<file path="src/rtl/serial_subtractor_pkg.sv">
// Shared state encoding for the bit-serial subtractor.
package serial_subtractor_pkg;

    typedef logic [1:0] state_t;

    localparam state_t IDLE  = 2'd0;
    localparam state_t SHIFT = 2'd1;
    localparam state_t DONE  = 2'd2;

endpackage

</file>
<file path="src/rtl/serial_subtractor_full_subtractor.sv">
// One-bit full-subtractor cell: dout = x - y - bi, bo = borrow out.
module full_subtractor (
    input  logic x,
    input  logic y,
    input  logic bi,
    output logic dout,
    output logic bo
);

    assign dout = x ^ y ^ bi;
    assign bo   = (~x & y) | (~(x ^ y) & bi);

endmodule

</file>
<file path="src/rtl/serial_subtractor.sv">
// Bit-serial subtractor d = a - b - bin, LSB first, one bit per clock.
// Result registered in DONE; a new start may be accepted on the DONE edge.
module serial_subtractor
    import serial_subtractor_pkg::*;
#(
    parameter int WIDTH = 4
) (
    input  logic             clk,
    input  logic             rst_n,
    input  logic             start,
    input  logic [WIDTH-1:0] a,
    input  logic [WIDTH-1:0] b,
    input  logic             bin,
    output logic             busy,
    output logic             done,
    output logic [WIDTH-1:0] d,
    output logic             bout,
    output logic             ovf
);

    localparam int CW = $clog2(WIDTH + 1);
    localparam logic [CW-1:0] LAST = CW'(WIDTH - 1);

    state_t          state;
    state_t          state_nxt;
    logic [WIDTH-1:0] a_sh;
    logic [WIDTH-1:0] b_sh;
    logic [WIDTH-1:0] res;
    logic [CW-1:0]    cnt;
    logic             br;
    logic             a_msb;
    logic             b_msb;
    logic             cell_d;
    logic             cell_b;
    logic             load;
    logic             shift;
    logic             finish;

    full_subtractor u_cell (
        .x    (a_sh[0]),
        .y    (b_sh[0]),
        .bi   (br),
        .dout (cell_d),
        .bo   (cell_b)
    );

    always_ff @(posedge clk) begin
        if (!rst_n) begin
            state <= IDLE;
        end else begin
            state <= state_nxt;
        end
    end

    always_comb begin
        state_nxt = state;
        case (state)
            IDLE:    if (start) state_nxt = SHIFT;
            SHIFT:   if (cnt == LAST) state_nxt = DONE;
            DONE:    state_nxt = start ? SHIFT : IDLE;
            default: state_nxt = IDLE;
        endcase
    end

    // The DONE edge doubles as an accept edge so back-to-back ops skip IDLE.
    always_comb begin
        load   = 1'b0;
        shift  = 1'b0;
        finish = 1'b0;
        case (state)
            IDLE:    load = start;
            SHIFT:   shift = 1'b1;
            DONE: begin
                load   = start;
                finish = 1'b1;
            end
            default: ;
        endcase
    end

    always_ff @(posedge clk) begin
        if (!rst_n) begin
            a_sh  <= '0;
            b_sh  <= '0;
            res   <= '0;
            br    <= 1'b0;
            a_msb <= 1'b0;
            b_msb <= 1'b0;
            cnt   <= '0;
        end else if (load) begin
            a_sh  <= a;
            b_sh  <= b;
            br    <= bin;
            a_msb <= a[WIDTH-1];
            b_msb <= b[WIDTH-1];
            cnt   <= '0;
        end else if (shift) begin
            res  <= {cell_d, res[WIDTH-1:1]};
            a_sh <= a_sh >> 1;
            b_sh <= b_sh >> 1;
            br   <= cell_b;
            cnt  <= cnt + CW'(1);
        end
    end

    // Operand MSBs are kept aside because the shift registers are consumed.
    always_ff @(posedge clk) begin
        if (!rst_n) begin
            busy <= 1'b0;
            done <= 1'b0;
            d    <= '0;
            bout <= 1'b0;
            ovf  <= 1'b0;
        end else begin
            done <= finish;
            if (load) begin
                busy <= 1'b1;
            end else if (finish) begin
                busy <= 1'b0;
            end
            if (finish) begin
                d    <= res;
                bout <= br;
                ovf  <= (a_msb ^ b_msb) & (res[WIDTH-1] ^ a_msb);
            end
        end
    end

endmodule
</file>
<file path="config.mk">
export PLATFORM = sky130hd
export DESIGN_NAME = serial_subtractor
export DESIGN_NICKNAME = d
export VERILOG_FILES = /design/src/rtl/serial_subtractor_pkg.sv /design/src/rtl/serial_subtractor_full_subtractor.sv /design/src/rtl/serial_subtractor.sv
export SDC_FILE = /design/constraint.sdc
export NUM_CORES = 1
export LEC_CHECK = 0
export ABC_AREA = 1
export BUFFER_PORTS_ARGS = -buffer_cell sky130_fd_sc_hd__buf_4
export CAP_MARGIN = 10
export CORE_MARGIN = 5
export CORE_UTILIZATION = 30
export DETAILED_ROUTE_END_ITERATION = 12
export SETUP_SLACK_MARGIN = 0.2
export SYNTH_ARGS = -nofsm -noshare
export SYNTH_HDL_FRONTEND = slang
export SYNTH_HIERARCHICAL = 1
export SYNTH_SLANG_ARGS = --single-unit
</file>
<file path="constraint.sdc">
create_clock -name clk -period 1.4 [get_ports clk]
set_clock_uncertainty 0.1 [all_clocks]
set_input_delay 0.07 -clock clk [delete_from_list [all_inputs] [get_ports clk]]
set_output_delay 0.07 -clock clk [all_outputs]
set_load 0.05 [all_outputs]
</file>
# ---- Word-level counts from Yosys, hierarchy flattened
# Index checks and enable logic that the tools add are counted.
dict set report classes {
  addsub 1
  eq_ne 5
  muxes 15
  n_bitwise 12
  reduce_logical 7
}
# op count
set ops {}
lappend ops {{$mux W4} 4}
lappend ops {{$mux W1} 8}
lappend ops {{$pmux W2 S3} 1}
lappend ops {{$mux W2} 2}
lappend ops {{$ne A2 B2 Y1 const B} 2}
lappend ops {{$not A1 Y1} 4}
lappend ops {{$reduce_and A2 Y1} 2}
lappend ops {{$reduce_bool A2 Y1} 2}
lappend ops {{$reduce_or A2 Y1} 2}
lappend ops {{$xor A1 B1 Y1} 4}
lappend ops {{$add A3 B1 Y3 const B} 1}
lappend ops {{$and A1 B1 Y1} 3}
lappend ops {{$eq A3 B2 Y1 const B} 1}
lappend ops {{$eq A2 B1 Y1 const B} 1}
lappend ops {{$eq A2 B2 Y1 const B} 1}
lappend ops {{$logic_not A2 Y1} 1}
lappend ops {{$or A1 B1 Y1} 1}
dict set report word_totals {
  regBits 28
  in_bits 12
  elab_cells 53
}

# ---- Depth between registers and ports, before layout
dict set report depth {
  word_depth 6
  ltp_mapped 7
  mapped_depth_nobuf 7
}

# ---- Modules after synthesis
# The synthesis kept the hierarchy.
# module n_inst cells_each area_each_um2 seq_area_each_um2
set modules_own_cells {}
lappend modules_own_cells {serial_subtractor 1 153 1121.1 560.5}
lappend modules_own_cells {full_subtractor 1 4 31.3 0.0}

# ---- Least setup slack after synthesis
# No wires, ideal clock.
dict set report synth_path {
  kind {reg2reg}
  from {register b_sh[0]}
  to {register res[3]}
  setup_ps 116
  arrival_ps 1000
  path_slack_ps 184
  path_stages_with_launch 5
  path_buffers 0
  cell_sequence {dfxtp_1 inv_1 fa_1 o21ai_0 nor2_1}
}
dict set report synth_via {
  elab_chain_len 2
}
# element line
set synth_lines {}
lappend synth_lines {{from (decl)} serial_subtractor.sv:27} ;# logic [WIDTH-1:0] b_sh;
lappend synth_lines {{from (signal assigned)} serial_subtractor.sv:100} ;# b_sh <= b_sh >> 1;
lappend synth_lines {{$xor A1 B1 Y1 (2 in a row)} serial_subtractor_full_subtractor.sv:10} ;# assign dout = x ^ y ^ bi;
lappend synth_lines {{via cell_d} serial_subtractor.sv:33} ;# logic cell_d;
lappend synth_lines {{to (signal assigned)} serial_subtractor.sv:98} ;# res <= {cell_d, res[WIDTH-1:1]};
lappend synth_lines {{to (decl)} serial_subtractor.sv:28} ;# logic [WIDTH-1:0] res;
# The timed path passes the listed nets, and every way through them passes these cells.
# A chain may end at the register's enable or synchronous reset.

# ---- Worst setup path after layout
dict set report layout_path {
  from {register br}
  to {register res[3]}
}
dict set report layout_via {
  elab_chain_len 1
}
# element line
set layout_lines {}
lappend layout_lines {{from (decl)} serial_subtractor.sv:30} ;# logic br;
lappend layout_lines {{from (signal assigned)} serial_subtractor.sv:93} ;# br <= bin;
lappend layout_lines {{from (signal assigned)} serial_subtractor.sv:101} ;# br <= cell_b;
lappend layout_lines {{$xor A1 B1 Y1} serial_subtractor_full_subtractor.sv:10}
lappend layout_lines {{via cell_d} serial_subtractor.sv:33}
# The timed path passes the listed nets, and every way through them passes these cells.

==> metrics.csv <==
metric,value,unit
crit_arrival,1.29,ns
die_w,72.0,µm
leakage,0.000712,µW
crit_fanout,2,
clk_pin_slew,0.10,ns
areaGrowthSynthToFinish,35.8,%
clk-insertion-delay-late,0.27,ns
htreeDepth,1,
fp.dieH,72.0,µm
dieArea,0.00518,mm²
hold_path_class,in -> reg,
cts_tree,built,
cpPeakStageDelay,0.45,ns
worstReg2RegStart,br$_SDFFE_PN0P_,
synth.area.mux_share,0,
yosys.area_share.simple,0.246,
yosys_register_bits,28,
powerDensity,1120,mW/mm²
drv_slew,0,
dr.pass1.iters,4,
synth_area_leader_cell,dfxtp_1,
mostFrequentLayoutCells,"nor2_1 (24), buf_4 (24), dfxtp_1 (22), inv_1 (20), nand2_1 (20)",
avgSynthCellArea,7.34,µm²
grt_pass1_wl,4260,µm
root_buffer,clkbuf_8,
hold_viol,0,
setup.worst_path.start_class,flip-flop,
vias,1013,
fin_nets,201,
clock_sinks,28,
outcome,"complete, no violations",
syn_inst,157,
synth-compound-area-share,0.114,
worstSetupPathType,reg -> reg,
wl_per_cell,10.6,µm
crit_required,1.48,ns
synthXorXnorAreaFrac,0.00760,
drive_gt1_frac,0.281,
critical_path.startpoint,br$_SDFFE_PN0P_,
finalSetupViolCount,0,
ant_nets,0,
cts_made_buffers,3,
synth_area_leaders,"dfxtp_1 (49%), nor2_1 (8.8%), inv_1 (8.1%)",
antenna_found_initial,0,
core_area,0.00369,mm²
ys_types,17,
fin_crit,1.20,ns
synth_top_area_share,0.486,
ios,20,
peakVddDrop,0.000654,V
overflow,0,
initial_core_util,0.312,
num_rows,22,
fin_ws,0.196,ns
rsz0062_at_grt,yes,
synth_top_family_by_area,simple AND/OR/NAND/NOR gates,
synth_area,0.00115,mm²
fin_crit_sh,0.860,
path_cells,inv_2 -> fa_1 -> o21ai_1 -> nor2_1,
crit_path_top_delay_cell,fa_1,
n_antenna_cell,0,
hold_ws,0.0195,ns
io_buffers,19,
fmax,830,MHz
grt_usage,0.104,
drt_iter0_drc,33,
tightest_slew,0.310,ns
slew_headroom,0.792,
grt_max_degree,21,
cap_violations,0,
gp_congestion,0.803,
drt_wl_total,2480,µm
tns,0,ns
syn_nets,172,
pre_cts_ws,0.126,ns
finalCoreUtilization,0.424,
via_per_inst,4.35,
hold_start,b[1],
yosys_warnings,6,
fin_cells,233,
cts_buffer_depth,2,
dp.cells,225,
synthAdderAreaFrac,0.0391,
drc,0,
dpl.hpwl,1810,µm
grt_pass1_vias,974,
ys_seq_area_frac,0.486,
critPathCaptureType,flip-flop,
## final timing paths
path | to | slack (ns) | cells after the start
worst min-delay path | b_sh[1]$_SDFFE_PN0P_ | 0.02 | 5
worst max register to register | res[3]$_SDFFE_PN0P_ | 0.20 | 4
worst min register to register | busy$_SDFFE_PN0P_ | 0.37 | 2
worst max-delay path | res[3]$_SDFFE_PN0P_ | 0.20 | 4
## cell usage after synthesis
library cell  number
nand2_2            1
o21ai_0           15
buf_2              2
dfxtp_1           28
nor2_1            27
buf_6              1
nor3_1             4
fa_1               1
xor2_1             1
o22ai_1            1
inv_1             25
clkinv_1           1
clkbuf_1           1
ha_1               2
nand3_1           14
nand2_1           23
a21oi_1           10
## layout make-up
type                            count  area, µm²
Inverter                           26        104
Multi-Input combinational cell     99        533
Timing Repair Buffer               28        226
Fill cell                         384       2120
Clock buffer                        3       41.3
Sequential cell                    28        571
Tap cell                           48       60.1
Clock inverter                      1       30.0
## kinds of logic (layout without fill, tap and decap cells)
family | Yosys count | in the layout
buf+inv | 30 | 58
fa+ha+maj | 3 | 3
simple gates | 69 | 69
flops | 28 | 28
xor+xnor | 1 | 1
compound gates | 26 | 26
## power by group
part	switching (µW)	internal (µW)	total [µW]
sequential	33.8	844	878
combinational	137	104	240
clock	252	383	635
## through the flow
step	total power, µW	instance area [µm²]
after CTS	1750	1460
final	1750	1570
after global routing	1850	1570
after floorplan	1030	1150
after global placement	1100	1370
after detailed placement	1100	1370
## worst max-delay path, delay by kind of cell, from the launching register on
kind	cells	cell delay, ns
AO/OA/AOI/OAI	1	0.12
adder cells (fa/ha/maj)	1	0.45
buffers and inverters	1	0.04
flip-flops	1	0.35
AND/OR/NAND/NOR	1	0.05
## metal layers
layer / up-vias / global-route usage / wire length, µm
met5: - / 0 / 0
met4: 0 / 0.0376 / 23
met3: 2 / 0.0332 / 106
met2: 14 / 0.176 / 1160
met1: 447 / 0.124 / 1190
li1: 550 / - / -
## sequential cells by signal, indices dropped and copies added, names as in the netlist
signal,count
state,2
res,4
busy,1
ovf,1
cnt,3
a_sh,4
done,1
b_sh,4
a_msb,1
b_msb,1
br,1
bout,1
d,4
## repair_timing
action                     4_1_cts  5_1_grt
resized for setup                4       27
setup endpoints to repair       14       24
setup buffers                    0        2
cloned                           0        0
pin swaps                        2        6
hold buffers                     2        0
hold endpoints to repair         3        0
(Power assumes the default switching activity.)
